$ cat config.mk
export PLATFORM = sky130hd
export DESIGN_NAME = dmix_dcm_ctrl_flat
export DESIGN_NICKNAME = d
export VERILOG_FILES = /design/src/rtl/dmix_dcm_pkg.sv /design/src/rtl/dmix_dcm_ctrl_if.sv /design/src/rtl/dmix_sync2.sv /design/src/rtl/dmix_dcm_ctrl.sv /design/src/flat_wrapper.sv
export SDC_FILE = /design/constraint.sdc
export NUM_CORES = 1
export LEC_CHECK = 0
export ABC_AREA = 1
export CAP_MARGIN = 0
export CORE_AREA = 2 2 86 88
export CTS_CLUSTER_SIZE = 8
export DETAILED_ROUTE_END_ITERATION = 7
export DIE_AREA = 0 0 88 90
export GPL_TIMING_DRIVEN = 1
export HOLD_SLACK_MARGIN = 0.03
export SLEW_MARGIN = 30
export SYNTH_ARGS = -nofsm -noshare
export SYNTH_HDL_FRONTEND = slang
export SYNTH_HIERARCHICAL = 1
export SYNTH_SLANG_ARGS = --single-unit
$ cat constraint.sdc
create_clock -name clk245760 -period 4.24 [get_ports clk245760]
set_clock_uncertainty 0.1 [all_clocks]
set_input_delay 0.424 -clock clk245760 [delete_from_list [all_inputs] [get_ports clk245760]]
set_output_delay 0.424 -clock clk245760 [all_outputs]
set_load 0.01 [all_outputs]
$ cat src/rtl/dmix_dcm_pkg.sv
// dmix_dcm_pkg: state encoding, default timing constants and a width helper
// shared by the DCM reset/lock sequencer and its interface.
package dmix_dcm_pkg;

   typedef enum logic [2:0] {
      ST_HOLD   = 3'd0,
      ST_WAIT   = 3'd1,
      ST_SETTLE = 3'd2,
      ST_RUN    = 3'd3,
      ST_FAIL   = 3'd4
   } dcm_state_t;

   localparam int DEF_RST_CYCLES    = 8;
   localparam int DEF_LOCK_TIMEOUT  = 262144;
   localparam int DEF_SETTLE_CYCLES = 1024;
   localparam int DEF_MAX_RETRIES   = 4;

   // Bits needed to hold values 0..max_val, never less than one.
   function automatic int cnt_width(input int max_val);
      int w;
      w = $clog2(max_val + 1);
      return (w < 1) ? 1 : w;
   endfunction

endpackage

$ cat src/rtl/dmix_dcm_ctrl_if.sv
// dmix_dcm_ctrl_if: DCM status inputs, sequencing control and the reset/ready
// outputs of the lock sequencer, bundled as one port.
interface dmix_dcm_ctrl_if
   import dmix_dcm_pkg::*;
#(
   parameter int MAX_RETRIES = DEF_MAX_RETRIES
);
   localparam int RW = cnt_width(MAX_RETRIES);

   logic          dcm_locked;
   logic          dcm_clkin_stopped;
   logic          restart;
   logic          rst_dcm;
   logic          dcm_ready;
   logic          rst_sys;
   logic [RW-1:0] retry_cnt;
   logic          fail;
   logic [2:0]    state;

   // Side that owns the DCM status and requests re-sequencing.
   modport master (
      output dcm_locked, dcm_clkin_stopped, restart,
      input  rst_dcm, dcm_ready, rst_sys, retry_cnt, fail, state
   );

   // The sequencer itself.
   modport slave (
      input  dcm_locked, dcm_clkin_stopped, restart,
      output rst_dcm, dcm_ready, rst_sys, retry_cnt, fail, state
   );
endinterface

$ cat src/rtl/dmix_sync2.sv
// dmix_sync2: two-flop synchronizer for a single asynchronous status bit.
module dmix_sync2 (
   input  logic clk,
   input  logic rst,
   input  logic d,
   output logic q
);
   logic meta;

   // Two back-to-back flops; both clear to 0 on reset.
   always_ff @(posedge clk or posedge rst) begin
      if (rst) begin
         meta <= 1'b0;
         q    <= 1'b0;
      end else begin
         meta <= d;
         q    <= meta;
      end
   end
endmodule

$ cat src/rtl/dmix_dcm_ctrl.sv
// dmix_dcm_ctrl: pulses the DCM reset, waits for a stable lock, releases the
// system reset, and re-sequences on loss of lock or input-clock stop. After
// MAX_RETRIES consecutive failures it parks in a sticky FAIL state.
module dmix_dcm_ctrl
   import dmix_dcm_pkg::*;
#(
   parameter int RST_CYCLES    = DEF_RST_CYCLES,
   parameter int LOCK_TIMEOUT  = DEF_LOCK_TIMEOUT,
   parameter int SETTLE_CYCLES = DEF_SETTLE_CYCLES,
   parameter int MAX_RETRIES   = DEF_MAX_RETRIES
) (
   input  logic           clk245760,
   input  logic           rst,
   dmix_dcm_ctrl_if.slave bus
);
   // The cycle counter is shared: it times the DCM reset pulse in HOLD and
   // the run of consecutive locked cycles in SETTLE.
   localparam int CW = cnt_width((RST_CYCLES > SETTLE_CYCLES) ? RST_CYCLES : SETTLE_CYCLES);
   localparam int TW = cnt_width(LOCK_TIMEOUT);
   localparam int RW = cnt_width(MAX_RETRIES);

   localparam logic [CW-1:0] RST_LAST    = CW'(RST_CYCLES - 1);
   localparam logic [CW-1:0] SETTLE_LAST = CW'(SETTLE_CYCLES - 1);
   localparam logic [TW-1:0] TMO_LAST    = TW'(LOCK_TIMEOUT - 1);
   localparam logic [RW-1:0] RETRY_LAST  = RW'(MAX_RETRIES - 1);
   localparam logic [RW-1:0] RETRY_MAX   = RW'(MAX_RETRIES);

   logic          lk_s;
   logic          stp_s;
   dcm_state_t    state_r, state_nxt_s;
   logic [CW-1:0] cnt_r, cnt_nxt_s;
   logic [TW-1:0] tmo_r, tmo_nxt_s;
   logic [RW-1:0] retry_r, retry_nxt_s;
   logic          fail_r, fail_nxt_s;
   logic          failure_s;
   logic          rst_dcm_r, dcm_ready_r, rst_sys_r;

   dmix_sync2 u_sync_lk  (.clk(clk245760), .rst(rst), .d(bus.dcm_locked),        .q(lk_s));
   dmix_sync2 u_sync_stp (.clk(clk245760), .rst(rst), .d(bus.dcm_clkin_stopped), .q(stp_s));

   // Next-state and counter updates; restart outranks everything, and a
   // completed settle outranks a timeout landing on the same cycle.
   always_comb begin
      state_nxt_s = state_r;
      cnt_nxt_s   = cnt_r;
      tmo_nxt_s   = tmo_r;
      retry_nxt_s = retry_r;
      fail_nxt_s  = fail_r;
      failure_s   = 1'b0;
      if (bus.restart) begin
         state_nxt_s = ST_HOLD;
         cnt_nxt_s   = {CW{1'b0}};
         tmo_nxt_s   = {TW{1'b0}};
         if (state_r == ST_FAIL) begin
            retry_nxt_s = {RW{1'b0}};
            fail_nxt_s  = 1'b0;
         end else begin
            retry_nxt_s = retry_r;
         end
      end else begin
         case (state_r)
            ST_HOLD: begin
               if (cnt_r == RST_LAST) begin
                  state_nxt_s = ST_WAIT;
                  cnt_nxt_s   = {CW{1'b0}};
                  tmo_nxt_s   = {TW{1'b0}};
               end else begin
                  cnt_nxt_s = cnt_r + 1'b1;
               end
            end
            ST_WAIT: begin
               if (tmo_r == TMO_LAST) begin
                  failure_s = 1'b1;
               end else if (lk_s) begin
                  state_nxt_s = ST_SETTLE;
                  cnt_nxt_s   = {CW{1'b0}};
                  tmo_nxt_s   = tmo_r + 1'b1;
               end else begin
                  tmo_nxt_s = tmo_r + 1'b1;
               end
            end
            ST_SETTLE: begin
               if (lk_s && (cnt_r == SETTLE_LAST)) begin
                  state_nxt_s = ST_RUN;
                  cnt_nxt_s   = {CW{1'b0}};
                  tmo_nxt_s   = {TW{1'b0}};
                  retry_nxt_s = {RW{1'b0}};
               end else if (tmo_r == TMO_LAST) begin
                  failure_s = 1'b1;
               end else if (!lk_s) begin
                  state_nxt_s = ST_WAIT;
                  cnt_nxt_s   = {CW{1'b0}};
                  tmo_nxt_s   = tmo_r + 1'b1;
               end else begin
                  cnt_nxt_s = cnt_r + 1'b1;
                  tmo_nxt_s = tmo_r + 1'b1;
               end
            end
            ST_RUN: begin
               if (!lk_s || stp_s) begin
                  failure_s = 1'b1;
               end else begin
                  state_nxt_s = ST_RUN;
               end
            end
            ST_FAIL: begin
               state_nxt_s = ST_FAIL;
            end
            default: begin
               state_nxt_s = ST_HOLD;
               cnt_nxt_s   = {CW{1'b0}};
               tmo_nxt_s   = {TW{1'b0}};
            end
         endcase
         if (failure_s) begin
            cnt_nxt_s = {CW{1'b0}};
            tmo_nxt_s = {TW{1'b0}};
            if (retry_r >= RETRY_LAST) begin
               state_nxt_s = ST_FAIL;
               retry_nxt_s = RETRY_MAX;
               fail_nxt_s  = 1'b1;
            end else begin
               state_nxt_s = ST_HOLD;
               retry_nxt_s = retry_r + 1'b1;
            end
         end else begin
            fail_nxt_s = fail_r;
         end
      end
   end

   // State, counters and registered outputs; rst_dcm/dcm_ready follow the
   // state being entered, rst_sys trails dcm_ready by one cycle.
   always_ff @(posedge clk245760 or posedge rst) begin
      if (rst) begin
         state_r     <= ST_HOLD;
         cnt_r       <= {CW{1'b0}};
         tmo_r       <= {TW{1'b0}};
         retry_r     <= {RW{1'b0}};
         fail_r      <= 1'b0;
         rst_dcm_r   <= 1'b1;
         dcm_ready_r <= 1'b0;
         rst_sys_r   <= 1'b1;
      end else begin
         state_r     <= state_nxt_s;
         cnt_r       <= cnt_nxt_s;
         tmo_r       <= tmo_nxt_s;
         retry_r     <= retry_nxt_s;
         fail_r      <= fail_nxt_s;
         rst_dcm_r   <= (state_nxt_s == ST_HOLD) || (state_nxt_s == ST_FAIL);
         dcm_ready_r <= (state_nxt_s == ST_RUN);
         rst_sys_r   <= ~dcm_ready_r;
      end
   end

   assign bus.rst_dcm   = rst_dcm_r;
   assign bus.dcm_ready = dcm_ready_r;
   assign bus.rst_sys   = rst_sys_r;
   assign bus.retry_cnt = retry_r;
   assign bus.fail      = fail_r;
   assign bus.state     = state_r;
endmodule

$ cat src/flat_wrapper.sv
// flat-port wrapper written by rule: the top's interface ports become plain ports
module dmix_dcm_ctrl_flat import dmix_dcm_pkg::*;
#(
   parameter int RST_CYCLES    = DEF_RST_CYCLES,
   parameter int LOCK_TIMEOUT  = DEF_LOCK_TIMEOUT,
   parameter int SETTLE_CYCLES = DEF_SETTLE_CYCLES,
   parameter int MAX_RETRIES   = DEF_MAX_RETRIES
)
  (clk245760, rst, bus_dcm_locked, bus_dcm_clkin_stopped, bus_restart, bus_rst_dcm, bus_dcm_ready, bus_rst_sys, bus_retry_cnt, bus_fail, bus_state);
  dmix_dcm_ctrl_if #(.MAX_RETRIES(MAX_RETRIES)) bus_i ();
  input  logic clk245760;
  input  logic rst;
  input wire logic [$bits(bus_i.dcm_locked)-1:0] bus_dcm_locked;
  input wire logic [$bits(bus_i.dcm_clkin_stopped)-1:0] bus_dcm_clkin_stopped;
  input wire logic [$bits(bus_i.restart)-1:0] bus_restart;
  output wire logic [$bits(bus_i.rst_dcm)-1:0] bus_rst_dcm;
  output wire logic [$bits(bus_i.dcm_ready)-1:0] bus_dcm_ready;
  output wire logic [$bits(bus_i.rst_sys)-1:0] bus_rst_sys;
  output wire logic [$bits(bus_i.retry_cnt)-1:0] bus_retry_cnt;
  output wire logic [$bits(bus_i.fail)-1:0] bus_fail;
  output wire logic [$bits(bus_i.state)-1:0] bus_state;
  assign bus_i.dcm_locked = bus_dcm_locked;
  assign bus_i.dcm_clkin_stopped = bus_dcm_clkin_stopped;
  assign bus_i.restart = bus_restart;
  assign bus_rst_dcm = bus_i.rst_dcm;
  assign bus_dcm_ready = bus_i.dcm_ready;
  assign bus_rst_sys = bus_i.rst_sys;
  assign bus_retry_cnt = bus_i.retry_cnt;
  assign bus_fail = bus_i.fail;
  assign bus_state = bus_i.state;
  dmix_dcm_ctrl #(.RST_CYCLES(RST_CYCLES), .LOCK_TIMEOUT(LOCK_TIMEOUT), .SETTLE_CYCLES(SETTLE_CYCLES), .MAX_RETRIES(MAX_RETRIES)) u_core (.clk245760(clk245760), .rst(rst), .bus(bus_i));
endmodule
Word-level counts from Yosys, hierarchy flattened
Cells that the tools add are included.

cells by class
  add/subtract/negate cells = 3
  multipliers = 0
  div/mod/pow operators = 0
  magnitude comparators = 1
  equal/unequal tests = 15
  shift-type cells = 0
  multiplexer cells = 41
  bitwise logic cells = 1
  reductions and logical operators = 15

operators by type and width
  kind                     number
  $mux W19                 5
  $mux W11                 8
  $pmux W19 S4             1
  $mux W3                  16
  $pmux W11 S4             1
  $add A19 B1 Y19 const B  1
  $eq A19 B18 Y1 const B   1
  $pmux W3 S5              1
  $add A11 B1 Y11 const B  1
  $eq A11 B10 Y1 const B   1
  $eq A11 B3 Y1 const B    1
  $eq A3 B2 Y1 const B     3
  $mux W1                  8
  $eq A3 B3 Y1 const B     2
  $logic_not A3 Y1         2
  $reduce_and A3 Y1        2
  $reduce_bool A3 Y1       2
  $ne A5 B4 Y1 const B     1
  $ne A4 B2 Y1 const B     1
  $ne A4 B3 Y1 const B     1
  $ne A4 B4 Y1 const B     1
  $reduce_and A4 Y1        1
  $reduce_bool A2 Y1       2
  $add A3 B1 Y3 const B    1
  other kinds (11)         12

word-level totals
  bits in registers = 44
  latch bits = 0
  memory bits (writable) = 0
  ROM bits = 0
  bits of input ports = 5
  output and inout bits = 10
  memories kept = 0

Logic depth before layout (Yosys ltp)
  word-level depth = 9
  gate-level depth with buffers = 14

Modules after synthesis
The synthesis kept the hierarchy.

modules (own cells, without submodules)
  module         times used  cells an instance  area an instance (um2)
  dmix_dcm_ctrl  1           466                2942.8
  dmix_sync2     2           3                  53.8

Worst setup path before layout
OpenSTA, ideal clock, no wires.

  kind = register -> register
  from = register u_core.tmo_r[0]
  to = register u_core.tmo_r[17]
  data arrival time = 1.718 ns
  path slack = 2.304 ns
  cell stages (with the launch flop) = 15
  period minus slack after synthesis = 1.936 ns
  cells stage by stage = dfrtp_1 ha_1 inv_1 nor2_1 nand2_2 nor2_4 nand3_2 nand2_1 nor2_2 buf_6 nand2_4 inv_2 buf_6 nand3_1 nand2_1

between the ends
  word-level cells in the longest chain between the ends = 7
  elaborated cells on any way between the ends = 14
  those cells by class = add/sub: 1; eq/ne: 3; mux: 9; reduce/logical: 1

ends and longest elaborated chain
  item                                                     line                  source
  from (decl)                                              dmix_dcm_ctrl.sv:32   logic [TW-1:0] tmo_r, tmo_nxt_s;
  from (signal assigned)                                   dmix_dcm_ctrl.sv:138  tmo_r <= {TW{1'b0}};
  from (signal assigned)                                   dmix_dcm_ctrl.sv:147  tmo_r <= tmo_nxt_s;
  branches (longest 7 deep; another with $add A19 B1 Y19)  --

Several ways; the timed one is not identified. The select of a mux whose other input is x is not followed.
A chain may end at the register's enable or synchronous reset.

Final worst setup path
  from = register u_core.cnt_r[0]
  to = register u_core.tmo_r[1]

between the ends
  word-level cells in the longest chain between the ends = 7
  elaborated cells on any way between the ends = 13
  those cells by class = eq/ne: 4; mux: 7; reduce/logical: 2

ends and longest elaborated chain
  item                                                                   line                  source
  from (decl)                                                            dmix_dcm_ctrl.sv:31   logic [CW-1:0] cnt_r, cnt_nxt_s;
  from (signal assigned)                                                 dmix_dcm_ctrl.sv:137  cnt_r <= {CW{1'b0}};
  from (signal assigned)                                                 dmix_dcm_ctrl.sv:146  cnt_r <= cnt_nxt_s;
  $eq A11 B10 Y1                                                         dmix_dcm_ctrl.sv:83   if (lk_s && (cnt_r == SETTLE_LAST)) begin
  $logic_and A1 B1 Y1                                                    dmix_dcm_ctrl.sv:83
  $mux W1                                                                dmix_dcm_ctrl.sv:83
  $pmux W1 S3                                                            dmix_dcm_ctrl.sv:61   case (state_r)
  $mux W1                                                                dmix_dcm_ctrl.sv:50   if (bus.restart) begin
  $ne A4 B2 Y1 (no source line) (tied with other cells)                  --
  $reduce_and A2 Y1 (no source line) / $mux W19 (equally long branches)  --

Several ways; a longest one is shown, not always the timed one. The select of a mux whose other input is x is not followed.

==> metrics.txt <==
# TYPE chip_impl_metric gauge
chip_impl_info{name="critPathCaptureType",value="flop"} 1
chip_impl_metric{name="synth_edf_count",unit=""} 0
chip_impl_info{name="cts.root.buffer_cell",value="clkbuf_8"} 1
chip_impl_metric{name="fp.dieArea",unit="mm2"} 0.007920
chip_impl_metric{name="first_pass_grt_wire_length",unit="mm"} 12.65
chip_impl_metric{name="grt_start_max_net_pins",unit=""} 26
chip_impl_metric{name="timing.reg2reg.worst_path_depth",unit=""} 11
chip_impl_metric{name="post_cts_hold_buffer_count",unit=""} 0
chip_impl_info{name="synth_top_cell_by_area",value="dfrtp_1"} 1
chip_impl_metric{name="dieWidth",unit="um"} 88
chip_impl_metric{name="dr.pass1.iters",unit=""} 4
chip_impl_metric{name="overflow",unit=""} 0
chip_impl_metric{name="core_rows",unit=""} 31
chip_impl_metric{name="vias",unit=""} 2891
chip_impl_info{name="synth.most_common_cell",value="nand2_1"} 1
chip_impl_metric{name="grt_util_all_layers",unit="%"} 19.71
chip_impl_metric{name="latest_clock_arrival_within_the_worst_skew_pair",unit="ns"} 0.29
chip_impl_metric{name="synth.yosys.seq_area_share",unit="%"} 36.18
chip_impl_metric{name="drt_first_iter_violations",unit=""} 169
chip_impl_metric{name="cts.repair.resized",unit=""} 0
chip_impl_metric{name="timing.slew.headroom",unit="%"} 37.10
chip_impl_metric{name="layout.cells.non_filler",unit=""} 582
chip_impl_metric{name="yosysTopAreaCellShare",unit="%"} 34.45
chip_impl_metric{name="worstPathArrival",unit="ns"} 2.98
chip_impl_metric{name="setup_total_negative_slack",unit="ns"} 0
chip_impl_metric{name="synthesis.nets",unit=""} 481
chip_impl_metric{name="clkSinkCount",unit=""} 44
chip_impl_metric{name="multi_input_comb_area",unit="mm2"} 0.001683
chip_impl_metric{name="place.detailed.hpwl",unit="mm"} 5.148
chip_impl_metric{name="design.final.nets",unit=""} 491
chip_impl_metric{name="worst_path_required_time",unit="ns"} 4.37
chip_impl_metric{name="r2r_slack",unit="ns"} 1.39
chip_impl_metric{name="postRouteWirelength",unit="mm"} 7.155
chip_impl_metric{name="synth.yosys.warnings",unit=""} 6
chip_impl_info{name="timing.setup.critical_path_class",value="reg2reg"} 1
chip_impl_metric{name="final_antenna_net_count",unit=""} 0
chip_impl_info{name="startpoint_type_of_the_worst_setup_path",value="flop"} 1
chip_impl_info{name="crit_path_end",value="u_core/tmo_r[1]"} 1
chip_impl_metric{name="syn_to_final_growth",unit="%"} 10.30
chip_impl_metric{name="postSynthRegisterBits",unit=""} 44
chip_impl_metric{name="area_taken_by_flip_flops_and_latches",unit="mm2"} 0.001104
chip_impl_metric{name="yosysUniqueCellTypes",unit=""} 29
chip_impl_metric{name="die_y_extent",unit="um"} 90
chip_impl_metric{name="design.portCount",unit=""} 15
chip_impl_metric{name="fillCellCount",unit=""} 734
chip_impl_metric{name="cts.repair_timing.setup_buffer_count",unit=""} 0
chip_impl_metric{name="initial_core_util",unit="%"} 43.45
chip_impl_info{name="timing.rr.end",value="u_core/tmo_r[1]"} 1
chip_impl_metric{name="grt_antenna_before_repair",unit=""} 0
chip_impl_info{name="clock_tree_from_tritoncts",value="built"} 1
chip_impl_metric{name="ir_worst_vdd",unit="mV"} 0.1808
chip_impl_metric{name="place.port_buffers",unit=""} 14
chip_impl_info{name="netlist_top_cells_area",value="dfrtp_1 34%, nand2_1 24%, nand3_1 9.2%"} 1
chip_impl_metric{name="syn-instance-count",unit=""} 472
chip_impl_info{name="unrepaired_setup_endpoints_after_global_routing",value="false"} 1
chip_impl_metric{name="tightest_slew",unit="ns"} 0.9425
chip_impl_metric{name="max-cap-violations",unit=""} 0
chip_impl_metric{name="drive_gt1_share",unit="%"} 6.211
chip_impl_info{name="outcome",value="completed"} 1
chip_impl_metric{name="final.period_utilization",unit="%"} 67.30
chip_impl_metric{name="slew_viol_final",unit=""} 0
chip_impl_info{name="worst_hold_path_type",value="in2async"} 1
chip_impl_metric{name="finalHoldViolCount",unit=""} 0
chip_impl_metric{name="path_clk_slew",unit="ns"} 0.08
chip_impl_metric{name="route.detailed.drc",unit=""} 0
chip_impl_metric{name="setup_viol_count_final",unit=""} 0
chip_impl_metric{name="p_leak",unit="nW"} 1.740
chip_impl_metric{name="asyncSetResetFlopFracSynth",unit="%"} 100.0
chip_impl_info{name="timing.rr.start",value="u_core/cnt_r[0]"} 1
chip_impl_metric{name="avgViaCountPerCell",unit=""} 4.967
chip_impl_info{name="crit_path_start",value="u_core/cnt_r[0]"} 1
chip_impl_metric{name="place_congestion",unit=""} 0.8302
chip_impl_metric{name="detail_route.wl_per_cell",unit="um"} 12.29
chip_impl_info{name="synth_cell_count_leaders",value="195 x nand2_1, 56 x nand3_1, 47 x nor2_1"} 1
chip_impl_metric{name="syn_area_per_cell",unit="um2"} 6.463
chip_impl_metric{name="count_of_placed_standard_cells_including_taps",unit=""} 574
chip_impl_metric{name="fin_crit",unit="ns"} 2.853
chip_impl_metric{name="fmax",unit="MHz"} 350.5
chip_impl_metric{name="post_synthesis_cell_area",unit="mm2"} 0.003050
chip_impl_metric{name="cts_htree_levels",unit=""} 2
chip_impl_metric{name="power.density_cell_area",unit="mW/mm2"} 232.8
chip_impl_metric{name="coreArea",unit="mm2"} 0.007020
chip_impl_metric{name="insertedDiodeCount",unit=""} 0
chip_impl_metric{name="cts-buffers-inserted",unit=""} 5
chip_impl_metric{name="cts_max_path_buffers",unit=""} 2
chip_impl_metric{name="path_max_fanout",unit=""} 20
chip_impl_info{name="synthFlopType",value="dfrtp_1"} 1
chip_impl_metric{name="first_global_vias",unit=""} 2735
## kinds of logic after synthesis
group	after synthesis	synth area share (%)
XOR/XNOR	11	3.159
buffers and inverters	62	8.818
AND/OR/NAND/NOR	332	46.60
adder cells (fa/ha/maj)	4	1.641
flip-flops	44	36.18
AO/OA/AOI/OAI	19	3.610
## worst max-delay path, stage by stage (launching register included)
cell	delay, ns
dfrtp_1	0.42
ha_1	0.24
nand3_2	0.12
nor2_4	0.15
nand3_2	0.14
nand2_1	0.12
nor2_1	0.05
nor2_2	0.73
nand2_1	0.18
nand2_2	0.36
nand2_1	0.10
nand2_1	0.08
## placed cells by master (no fill, tap or decap)
master | netlist | final
nor2_4 | 2 | 2
a21boi_0 | 1 | 1
inv_1 | 45 | 44
dfstp_2 | 2 | 2
nor2_1 | 47 | 47
nand3_1 | 56 | 56
nand3b_1 | 1 | 1
dfrtp_1 | 42 | 42
o21bai_1 | 5 | 5
nor4_1 | 1 | 1
clkbuf_1 | 4 | 1
clkinv_2 | 0 | 1
ha_1 | 4 | 4
xnor2_1 | 2 | 2
nor2_2 | 2 | 2
xor2_1 | 9 | 9
nand2_2 | 4 | 4
nand3_2 | 4 | 4
clkbuf_8 | 0 | 5
nand4_1 | 9 | 9
buf_4 | 2 | 4
and3_1 | 1 | 1
nor3_2 | 0 | 1
nor3_1 | 9 | 8
a21oi_1 | 5 | 5
nand2_1 | 195 | 195
o21ai_0 | 8 | 8
bufinv_16 | 0 | 1
inv_2 | 2 | 3
clkdlybuf4s50_1 | 0 | 14
nand2_4 | 1 | 1
## area by class of cell
type                    instances  area share (%)
clock buffers                   6           2.157
well taps                      99           3.682
multi-input cells             366           50.02
flip-flops and latches         44           32.80
inverters                      47           5.244
repair buffers                 18           5.058
clock inverters                 2           1.041
## power breakdown
group	switching [W]	internal (W)
Sequential	0.00000473	0.000424
Clock	0.000140	0.000175
Combinational	0.0000280	0.0000109
Total	0.000173	0.000610
## flip-flops by register name, indices dropped and copies added (netlist names), 3 cells and up
name / flops
u_core/tmo_r: 19
u_core/cnt_r: 11
u_core/bus.retry_cnt: 3
u_core/bus.state: 3
## worst min-delay path by stage
stage	start	to	slack, ns	depth (start not counted)
after global routing	rst	u_core/u_sync_stp/q	0.26	2
after global placement	u_core/u_sync_stp/meta	u_core/u_sync_stp/q	0.23	0
after detailed placement	u_core/u_sync_lk/meta	u_core/u_sync_lk/q	0.24	0
after CTS	rst	u_core/u_sync_stp/meta	0.24	2
after floorplan	rst	u_core/u_sync_lk/meta	0.07	1
final	rst	u_core/u_sync_stp/q	0.25	2
## per-stage QoR
step	hold slack (ns)	total power (W)	instance area (um2)	utilization (%)	worst slack, ns
after CTS	0.2376	0.0008007	3364	47.92	1.407
after global placement	0.2345	0.0004767	3257	46.39	1.433
after floorplan	0.06518	0.0004644	3050	-	2.304
final	0.2493	0.0007831	3364	47.92	1.387
after global routing	0.2576	0.0008217	3364	47.92	1.138
after detailed placement	0.2397	0.0004771	3257	46.39	1.422
## metal layers
metal  vias up  GRT usage (%)  routed length (um)
li1       1505              -                   -
met1      1328          28.91                3478
met2        54          30.74                3351
met3         4          2.755                 261
met4         0          4.231                  64
met5         -              0                   0
Power figures use the tool's default switching activity.
